<file path="src/rtl/if_fetch_unit_if.sv">
`default_nettype none
// ============================================================================
//  Module      : if_fetch_unit_if
//  Description : Instruction-memory request/response bus used by the fetch
//                front end.
//                  imem_req   : fetch unit requests a word
//                  imem_addr  : word address, held while req=1 and no ack
//                  imem_ack   : memory returns data (may be same cycle as req)
//                  imem_rdata : instruction word, valid only with imem_ack
//                Modports: master (fetch unit side), slave (memory side).
//  Revision    : 1.0  initial release
// ============================================================================
interface if_fetch_unit_if;
    logic        imem_req;
    logic [31:0] imem_addr;
    logic        imem_ack;
    logic [31:0] imem_rdata;

    modport master (
        output imem_req,
        output imem_addr,
        input  imem_ack,
        input  imem_rdata
    );

    modport slave (
        input  imem_req,
        input  imem_addr,
        output imem_ack,
        output imem_rdata
    );
endinterface
`default_nettype wire

</file>
<file path="src/rtl/if_fetch_unit.sv">
`default_nettype none
// ============================================================================
//  Module      : if_fetch_unit
//  Description : Instruction-fetch front end. Issues instruction-memory
//                requests, tracks the fetch PC, redirects on taken branches
//                and presents PC+4 / Instruction / Valid to IF/ID.
//                Absorbs variable memory latency, downstream freeze and
//                branch flushes; invalid cycles present a bubble.
//  Ports       : clk          pipeline clock, rising edge
//                rst          asynchronous reset, active low
//                freeze       IF/ID does not capture this cycle
//                branch_taken redirect request from EXE
//                branch_addr  redirect target (bits [1:0] ignored)
//                imem         instruction memory bus (master side)
//                PC           address of presented instruction + 4
//                Instruction  fetched word, 0 when Valid=0
//                Valid        Instruction/PC carry a real fetch
//  Revision    : 1.0  initial release
// ============================================================================
module if_fetch_unit #(
    parameter logic [31:0] RESET_PC = 32'h0000_0000
) (
    input  wire logic        clk,
    input  wire logic        rst,
    input  wire logic        freeze,
    input  wire logic        branch_taken,
    input  wire logic [31:0] branch_addr,
    if_fetch_unit_if.master  imem,
    output logic      [31:0] PC,
    output logic      [31:0] Instruction,
    output logic             Valid
);

    typedef enum logic [1:0] {
        S_REQ   = 2'd0,
        S_HOLD  = 2'd1,
        S_DRAIN = 2'd2
    } state_t;

    state_t      state_q,    state_d;
    logic [31:0] pc_q,       pc_d;
    logic [31:0] old_addr_q, old_addr_d;
    logic [31:0] buf_inst_q, buf_inst_d;

    logic [31:0] pc_plus4;
    logic [31:0] branch_tgt;
    logic        unused_addr_bits;

    assign pc_plus4         = pc_q + 32'd4;
    assign branch_tgt       = {branch_addr[31:2], 2'b00};
    assign unused_addr_bits = &{1'b0, branch_addr[1:0]};

    always_ff @(posedge clk or negedge rst) begin
        if (!rst) begin
            state_q    <= S_REQ;
            pc_q       <= RESET_PC;
            old_addr_q <= 32'h0;
            buf_inst_q <= 32'h0;
        end else begin
            state_q    <= state_d;
            pc_q       <= pc_d;
            old_addr_q <= old_addr_d;
            buf_inst_q <= buf_inst_d;
        end
    end

    always_comb begin
        state_d        = state_q;
        pc_d           = pc_q;
        old_addr_d     = old_addr_q;
        buf_inst_d     = buf_inst_q;
        imem.imem_req  = 1'b0;
        imem.imem_addr = pc_q;
        Valid          = 1'b0;
        Instruction    = 32'h0;
        PC             = 32'h0;

        case (state_q)
            S_REQ: begin
                imem.imem_req = 1'b1;
                if (branch_taken) begin
                    pc_d = branch_tgt;
                    // An outstanding request cannot be aborted: remember
                    // its address and swallow the response in DRAIN.
                    if (!imem.imem_ack) begin
                        old_addr_d = pc_q;
                        state_d    = S_DRAIN;
                    end
                end else if (imem.imem_ack) begin
                    Valid       = 1'b1;
                    Instruction = imem.imem_rdata;
                    PC          = pc_plus4;
                    if (freeze) begin
                        // IF/ID will not capture; keep the word for replay.
                        buf_inst_d = imem.imem_rdata;
                        state_d    = S_HOLD;
                    end else begin
                        pc_d = pc_plus4;
                    end
                end
            end

            S_HOLD: begin
                if (branch_taken) begin
                    pc_d    = branch_tgt;
                    state_d = S_REQ;
                end else begin
                    Valid       = 1'b1;
                    Instruction = buf_inst_q;
                    PC          = pc_plus4;
                    if (!freeze) begin
                        pc_d    = pc_plus4;
                        state_d = S_REQ;
                    end
                end
            end

            S_DRAIN: begin
                imem.imem_req  = 1'b1;
                imem.imem_addr = old_addr_q;
                // A further redirect only retargets the PC; the stale
                // request still has to be drained.
                if (branch_taken) begin
                    pc_d = branch_tgt;
                end else if (imem.imem_ack) begin
                    state_d = S_REQ;
                end
            end

            default: begin
                state_d = S_REQ;
            end
        endcase

        // Reset forces a quiet bus and a bubble regardless of register state.
        if (!rst) begin
            imem.imem_req = 1'b0;
            Valid         = 1'b0;
            Instruction   = 32'h0;
            PC            = 32'h0;
        end
    end

endmodule
`default_nettype wire
</file>
<file path="src/flat_wrapper.sv">
// flat-port wrapper written by rule: the top's interface ports become plain ports
module if_fetch_unit_flat 
#(
    parameter logic [31:0] RESET_PC = 32'h0000_0000
)
  (clk, rst, freeze, branch_taken, branch_addr, PC, Instruction, Valid, imem_imem_req, imem_imem_addr, imem_imem_ack, imem_imem_rdata);
  if_fetch_unit_if imem_i ();
  input  wire logic clk;
  input  wire logic rst;
  input  wire logic freeze;
  input  wire logic branch_taken;
  input  wire logic [31:0] branch_addr;
  output logic      [31:0] PC;
  output logic      [31:0] Instruction;
  output logic Valid;
  output wire logic [$bits(imem_i.imem_req)-1:0] imem_imem_req;
  output wire logic [$bits(imem_i.imem_addr)-1:0] imem_imem_addr;
  input wire logic [$bits(imem_i.imem_ack)-1:0] imem_imem_ack;
  input wire logic [$bits(imem_i.imem_rdata)-1:0] imem_imem_rdata;
  assign imem_imem_req = imem_i.imem_req;
  assign imem_imem_addr = imem_i.imem_addr;
  assign imem_i.imem_ack = imem_imem_ack;
  assign imem_i.imem_rdata = imem_imem_rdata;
  if_fetch_unit #(.RESET_PC(RESET_PC)) u_core (.clk(clk), .rst(rst), .freeze(freeze), .branch_taken(branch_taken), .branch_addr(branch_addr), .imem(imem_i), .PC(PC), .Instruction(Instruction), .Valid(Valid));
endmodule
</file>
<file path="config.mk">
export PLATFORM = sky130hd
export DESIGN_NAME = if_fetch_unit_flat
export DESIGN_NICKNAME = d
export VERILOG_FILES = /design/src/rtl/if_fetch_unit_if.sv /design/src/rtl/if_fetch_unit.sv /design/src/flat_wrapper.sv
export SDC_FILE = /design/constraint.sdc
export NUM_CORES = 1
export LEC_CHECK = 0
export ABC_CLOCK_PERIOD_IN_PS = 2400
export BUFFER_PORTS_ARGS = -buffer_cell sky130_fd_sc_hd__clkbuf_2
export CAP_MARGIN = 5
export CORE_MARGIN = 2
export CORE_UTILIZATION = 28
export CTS_BUF_LIST = sky130_fd_sc_hd__clkbuf_16
export DETAILED_ROUTE_END_ITERATION = 10
export GPL_ROUTABILITY_DRIVEN = 0
export PLACE_DENSITY_LB_ADDON = 0.3
export SYNTH_ARGS = -nofsm -noshare
export SYNTH_HDL_FRONTEND = slang
export SYNTH_SLANG_ARGS = --single-unit
export TNS_END_PERCENT = 5
</file>
<file path="constraint.sdc">
create_clock -name clk -period 2.4 [get_ports clk]
set_input_delay 0.48 -clock clk [delete_from_list [all_inputs] [get_ports clk]]
set_output_delay 0.48 -clock clk [all_outputs]
set_load 0.02 [all_outputs]
</file>
[Yosys cells after proc, flatten, opt, wreduce, memory -nomap -nowiden]
Cells that the tools add are included.
Word-level totals
  flip-flop bits (word level): 98
  bits in latches: 0
  bits in writable memories: 0
  ROM bits: 0
  input bits: 69
  output and inout port bits: 98
  word-level logic and storage cells: 56
  memories: 0
Operators by class
  add/sub/neg operators: 1
  multiply operators: 0
  div/mod/pow operators: 0
  $lt $le $gt $ge: 0
  equal/unequal tests: 9
  shifts and indexed selects: 0
  mux-type cells: 33
  bitwise gates (word level): 2
  reduce and logical (&&, ||, !) cells: 7
Operators by type and width (count)
  2-to-1 mux 32 bit: 14
  one-hot mux 32 bit (2 select lines): 2
  one-hot mux 32 bit (3 select lines): 1
  adder 32 x 3 -> 32 bit (second input constant): 1
  2-to-1 mux 2 bit: 8
  != test 3 bit (second input constant): 4
  2-to-1 mux 1 bit: 6
  != test 2 bit (second input constant): 3
  one-hot mux 2 bit (3 select lines): 1
  AND reduction 3 bit: 2
  AND reduction 6 bit: 1
  AND reduction 4 bit: 1
  nonzero test 3 bit: 1
  equality test 2 x 1 -> 1 bit (second input constant): 1
  equality test 2 bit (second input constant): 1
  zero test 2 bit: 1
  NOT 1 bit: 2
  one-hot mux 1 bit (2 select lines): 1
  OR reduction 2 bit: 1

[Longest topological paths before layout]
  depth after elaboration: 5
  mapped depth: 8
  gate-level depth less buffers: 5

[Worst setup path before layout]
OpenSTA, ideal clock, no wires.
  path kind: register to output
  start: reg u_core.pc_q[2]
  end: out PC[18]
  arrival time: 2.170 ns
  data required time: 1.920 ns
  slack: -0.250 ns
  stages on the path, launching flop included: 6
  path buffers: 0
  path through: dfrtp_1 > ha_1 > nand3_2 > nor4_1 > nand4_1 > a21oi_1
On the way
  cells in the longest elaborated chain, start to end: 5
  elaborated cells on any way between the ends: 6
  classes of those cells: add/sub: 1; mux: 5
RTL lines
  from (decl): RTL line if_fetch_unit.sv:41  | logic [31:0] pc_q, pc_d;
  from (signal assigned): RTL line if_fetch_unit.sv:61  | pc_q <= pc_d;
  adder 32 x 3 -> 32 bit (*): RTL line if_fetch_unit.sv:49  | assign pc_plus4 = pc_q + 32'd4;
  2-to-1 mux 32 bit: RTL line if_fetch_unit.sv:89  | end else if (imem.imem_ack) begin
  2-to-1 mux 32 bit: RTL line if_fetch_unit.sv:81  | if (branch_taken) begin
  one-hot mux 32 bit (2 select lines) (*): RTL line if_fetch_unit.sv:78  | case (state_q)
  2-to-1 mux 32 bit (*): RTL line if_fetch_unit.sv:136  | if (!rst) begin
  to (decl): RTL line flat_wrapper.sv:13  | output logic [31:0] PC;
Every way passes the cells marked *; elsewhere a longest branch is shown, timed or not.

[Worst setup path in the final report]
  start: reg u_core.pc_q[13]
  end: out PC[31]
Same word-level chain as after synthesis.

==> results.md <==
- Status: finished, violations left
- Remaining global-route overflow: 0
- Cell Area, Placed: 7622 um2
- Wirelength per Cell: 17.00 um
- Clock buffer depth: 2
- H-tree levels: 3
- Post-route setup slack: -0.3362 ns
- Failing checks: negative setup slack
- Crit path depth: 6
- Ys Warns: 0
- Clk_lat worst skew: 0.36 ns
- Cells along the critical path: nand4_1 -> buf_4 -> or4_4 -> or3_4 -> a21oi_2 -> buf_6
- CP endpoint kind: output port
- Layout Skew: 0.01242 ns
- Static Leakage: 3.795 nW
- #FFs+latches synth: 94
- Worst Setup Start Kind: flop
- CP top delay family: simple AND/OR/NAND/NOR gates
- Mapped Avg Cell Area: 8.600 um2
- Root Driver: clkbuf_16
- Crit path DAT: 2.26 ns
- Fin. Hold Viols: 0
- FF-to-FF Start: u_core.state_q[0]
- Maximum VDD drop: 0.0003925 V
- Die Width: 150.3 um
- R2r setup slk: 0.30 ns
- CP max FO: 3
- Worst Hold Class: in -> async
- Post-layout min period: 2.736 ns
- Netlist cell types: 54
- Initial DRC count: 325
- DR vias/cell: 5.098
- Area growth, synth to finish: 41.16%
- Mapped Area: 5994 um2
- Fin area: 8462 um2
- Top cells by area, synth: dfrtp_1, mux2_2, nand2_1
- Hold WS: 0.2361 ns
- Num CTS Buffers: 9
- Pin count of the biggest net entering global routing: 91
- Final #Nets: 976
- Post-synth top flop: dfrtp_1
- # DRC: 0
- CP max stage delay: 0.55 ns
- Crit Reg-Reg Endpoint: u_core.pc_q[28]
- Worst path buffer plus inverter count: 2
- DP HPWL: 14110 um
- Number of global-route vias before repair: 5626
- Antenna violation net count after detailed routing: 0
- Clk pin slew, worst setup/hold paths: 0.08 ns
- Worst slack, placed: -0.1126 ns
- Fill cells: 2112
- Worst Setup EP: PC[31]
- Port Buffers: 160
- WP data required: 1.92 ns
- CP Class: reg -> out
- Aggregate global-route resource usage: 17.52%
- Post-synth EDFFs: 0
- CTS tree: built
- Finish-stage setup viols: 18
- CP max stage cell: or4_4
- Sequential fraction of the synthesis area: 39.24%
- Total of max-cap violations: 0
- End-of-flow core utilization: 40.25%
- Core ar.: 21020 um2
- Dominant cell type by area after synthesis: dfrtp_1
- RSZ-0062 raised after global routing: true
- Crit path from: u_core.pc_q[13]
- Row cnt: 53
- Initial Util: 28.52%
- Syn Inst Count: 697
- Max Clk Rate: 365.5 MHz
- DIE AREA: 22590 um2
- Ports: 167
- TritonRoute pass-1 iters: 4
- Slew HR: 26.25%
- Initial antenna violation count: 2
- Share of cells above drive strength 1: 44.79%
- Die Y: 150.3 um
- Pwr dens: 765.8 nW/um2
- Synth top area share: 39.24%
- First-pass GRT wire length: 30990 um
- Setup TNS: -3.204 ns
- Worst slew pin tran: 1.102 ns
- Path depth of the worst reg2reg path: 6
- Fin. max-slew vios: 0
- Vias: 6051
- Total clock sinks: 94
- Async SR Flop Fraction: 100.0%
- Routed wire length: 20180 um
- Tcrit/Tclk final: 114.0%
worst reg2reg max path, cell delays in order, from the launching register on:
cell and delay (ns):
dfrtp_1 0.44, buf_4 0.19, nor2b_4 0.05, nor2_1 0.82, buf_4 0.30, nand2_1 0.06, o211ai_1 0.16
metal layers:
metal	part of all wire, %	GRT usage [%]	up-vias
met2	47	27.80	157
li1	-	-	2930
met4	1.1	3.208	0
met3	6.9	5.000	16
met5	0	0	-
met1	45	23.99	2948
cell type report:
cell class	instances	area, um2	area share [%]
Sequential cell	94	2356	27.84
Clock inverter	7	55.05	0.6506
Clock buffer	9	225.2	2.662
Tap cell	275	344.1	4.066
Timing Repair Buffer	270	1821	21.51
Antenna cell	1	2.502	0.02957
Inverter	12	45.04	0.5323
Multi-Input combinational cell	519	3613	42.70
cell families (layout without fill, tap and decap cells):
group | count (synthesis) | count (layout) | share of synthesized area, %
DFF | 94 | 94 | 39.24
AOI/OAI and AO/OA | 144 | 144 | 15.91
xor gates and xnor gates | 14 | 14 | 2.046
and+or+nand+nor | 288 | 288 | 23.57
adders and majority gates | 2 | 2 | 0.3757
buffers and inverters | 87 | 298 | 6.283
other | 1 | 5 | 0.06256
muxes | 67 | 67 | 12.52
synthesized netlist by cell type, types with 2 or more instances:
cell,instances
a211o_1,3
a211oi_1,2
a21o_1,3
a21oi_1,27
a22oi_1,41
a2bb2oi_1,2
a311o_1,2
a31o_2,3
and2_1,3
and3_1,3
buf_1,12
buf_2,14
buf_4,8
clkbuf_1,39
clkbuf_2,2
dfrtp_1,94
inv_1,12
mux2_2,64
mux2i_1,3
nand2_1,102
nand2b_1,2
nand3_1,36
nand4_1,19
nand4b_1,3
nor2_1,55
nor2b_1,2
nor3_1,18
nor4_1,15
o211ai_1,11
o21ai_0,34
o22ai_1,2
o2bb2ai_1,9
or3_1,12
or4_1,8
xnor2_1,12
xor2_1,2
flip-flops by register name, indices dropped and copies added, names as in the netlist:
| register | flops |
|---|---|
| u_core.buf_inst_q | 32 |
| u_core.state_q | 2 |
| u_core.pc_q | 30 |
| u_core.old_addr_q | 30 |
power breakdown:
group	total [mW]	leakage, nW	switching [mW]	internal [mW]
Clock	1.44	0.139	0.723	0.720
Sequential	2.41	1.12	0.318	2.09
Combinational	2.63	2.54	1.46	1.17
through the flow:
stage          std cells  power, mW
3_5_place_dp        1150      4.852
5_1_grt             1186      6.877
2_1_floorplan        700      3.933
3_3_place_gp        1150      4.806
4_1_cts             1178      6.378
6_report            1187      6.480
worst min path at each step:
| stage | slack (ns) | from | endpoint |
|---|---|---|---|
| 6_report | 0.24 | rst | u_core.buf_inst_q[6] |
| 5_1_grt | 0.28 | rst | u_core.buf_inst_q[11] |
| 4_1_cts | 0.26 | rst | u_core.buf_inst_q[6] |
| 3_5_place_dp | 0.32 | rst | u_core.state_q[0] |
| 3_3_place_gp | 0.31 | rst | u_core.state_q[0] |
| 2_1_floorplan | 0.18 | rst | u_core.buf_inst_q[0] |
layout by cell type (no fill, tap or decap), drive strengths merged, types with 15 or more instances in the layout:
cell type    n
nor2        55
nand3       37
nor3        18
nor4        15
clkbuf     151
a22oi       41
nand2      102
buf        127
dfrtp       94
a21oi       27
mux2        64
o21ai       34
nand4       21
inv         16
timing repair:
item | CTS | global route
pin swaps | 16 | 9
hold endpoints to repair | 4 | 0
hold buffers | 1 | 0
buffers inserted | 11 | 8
resized for setup | 46 | 63
setup endpoints to repair | 54 | 63
Note: power is estimated with default switching activity, not from simulation.
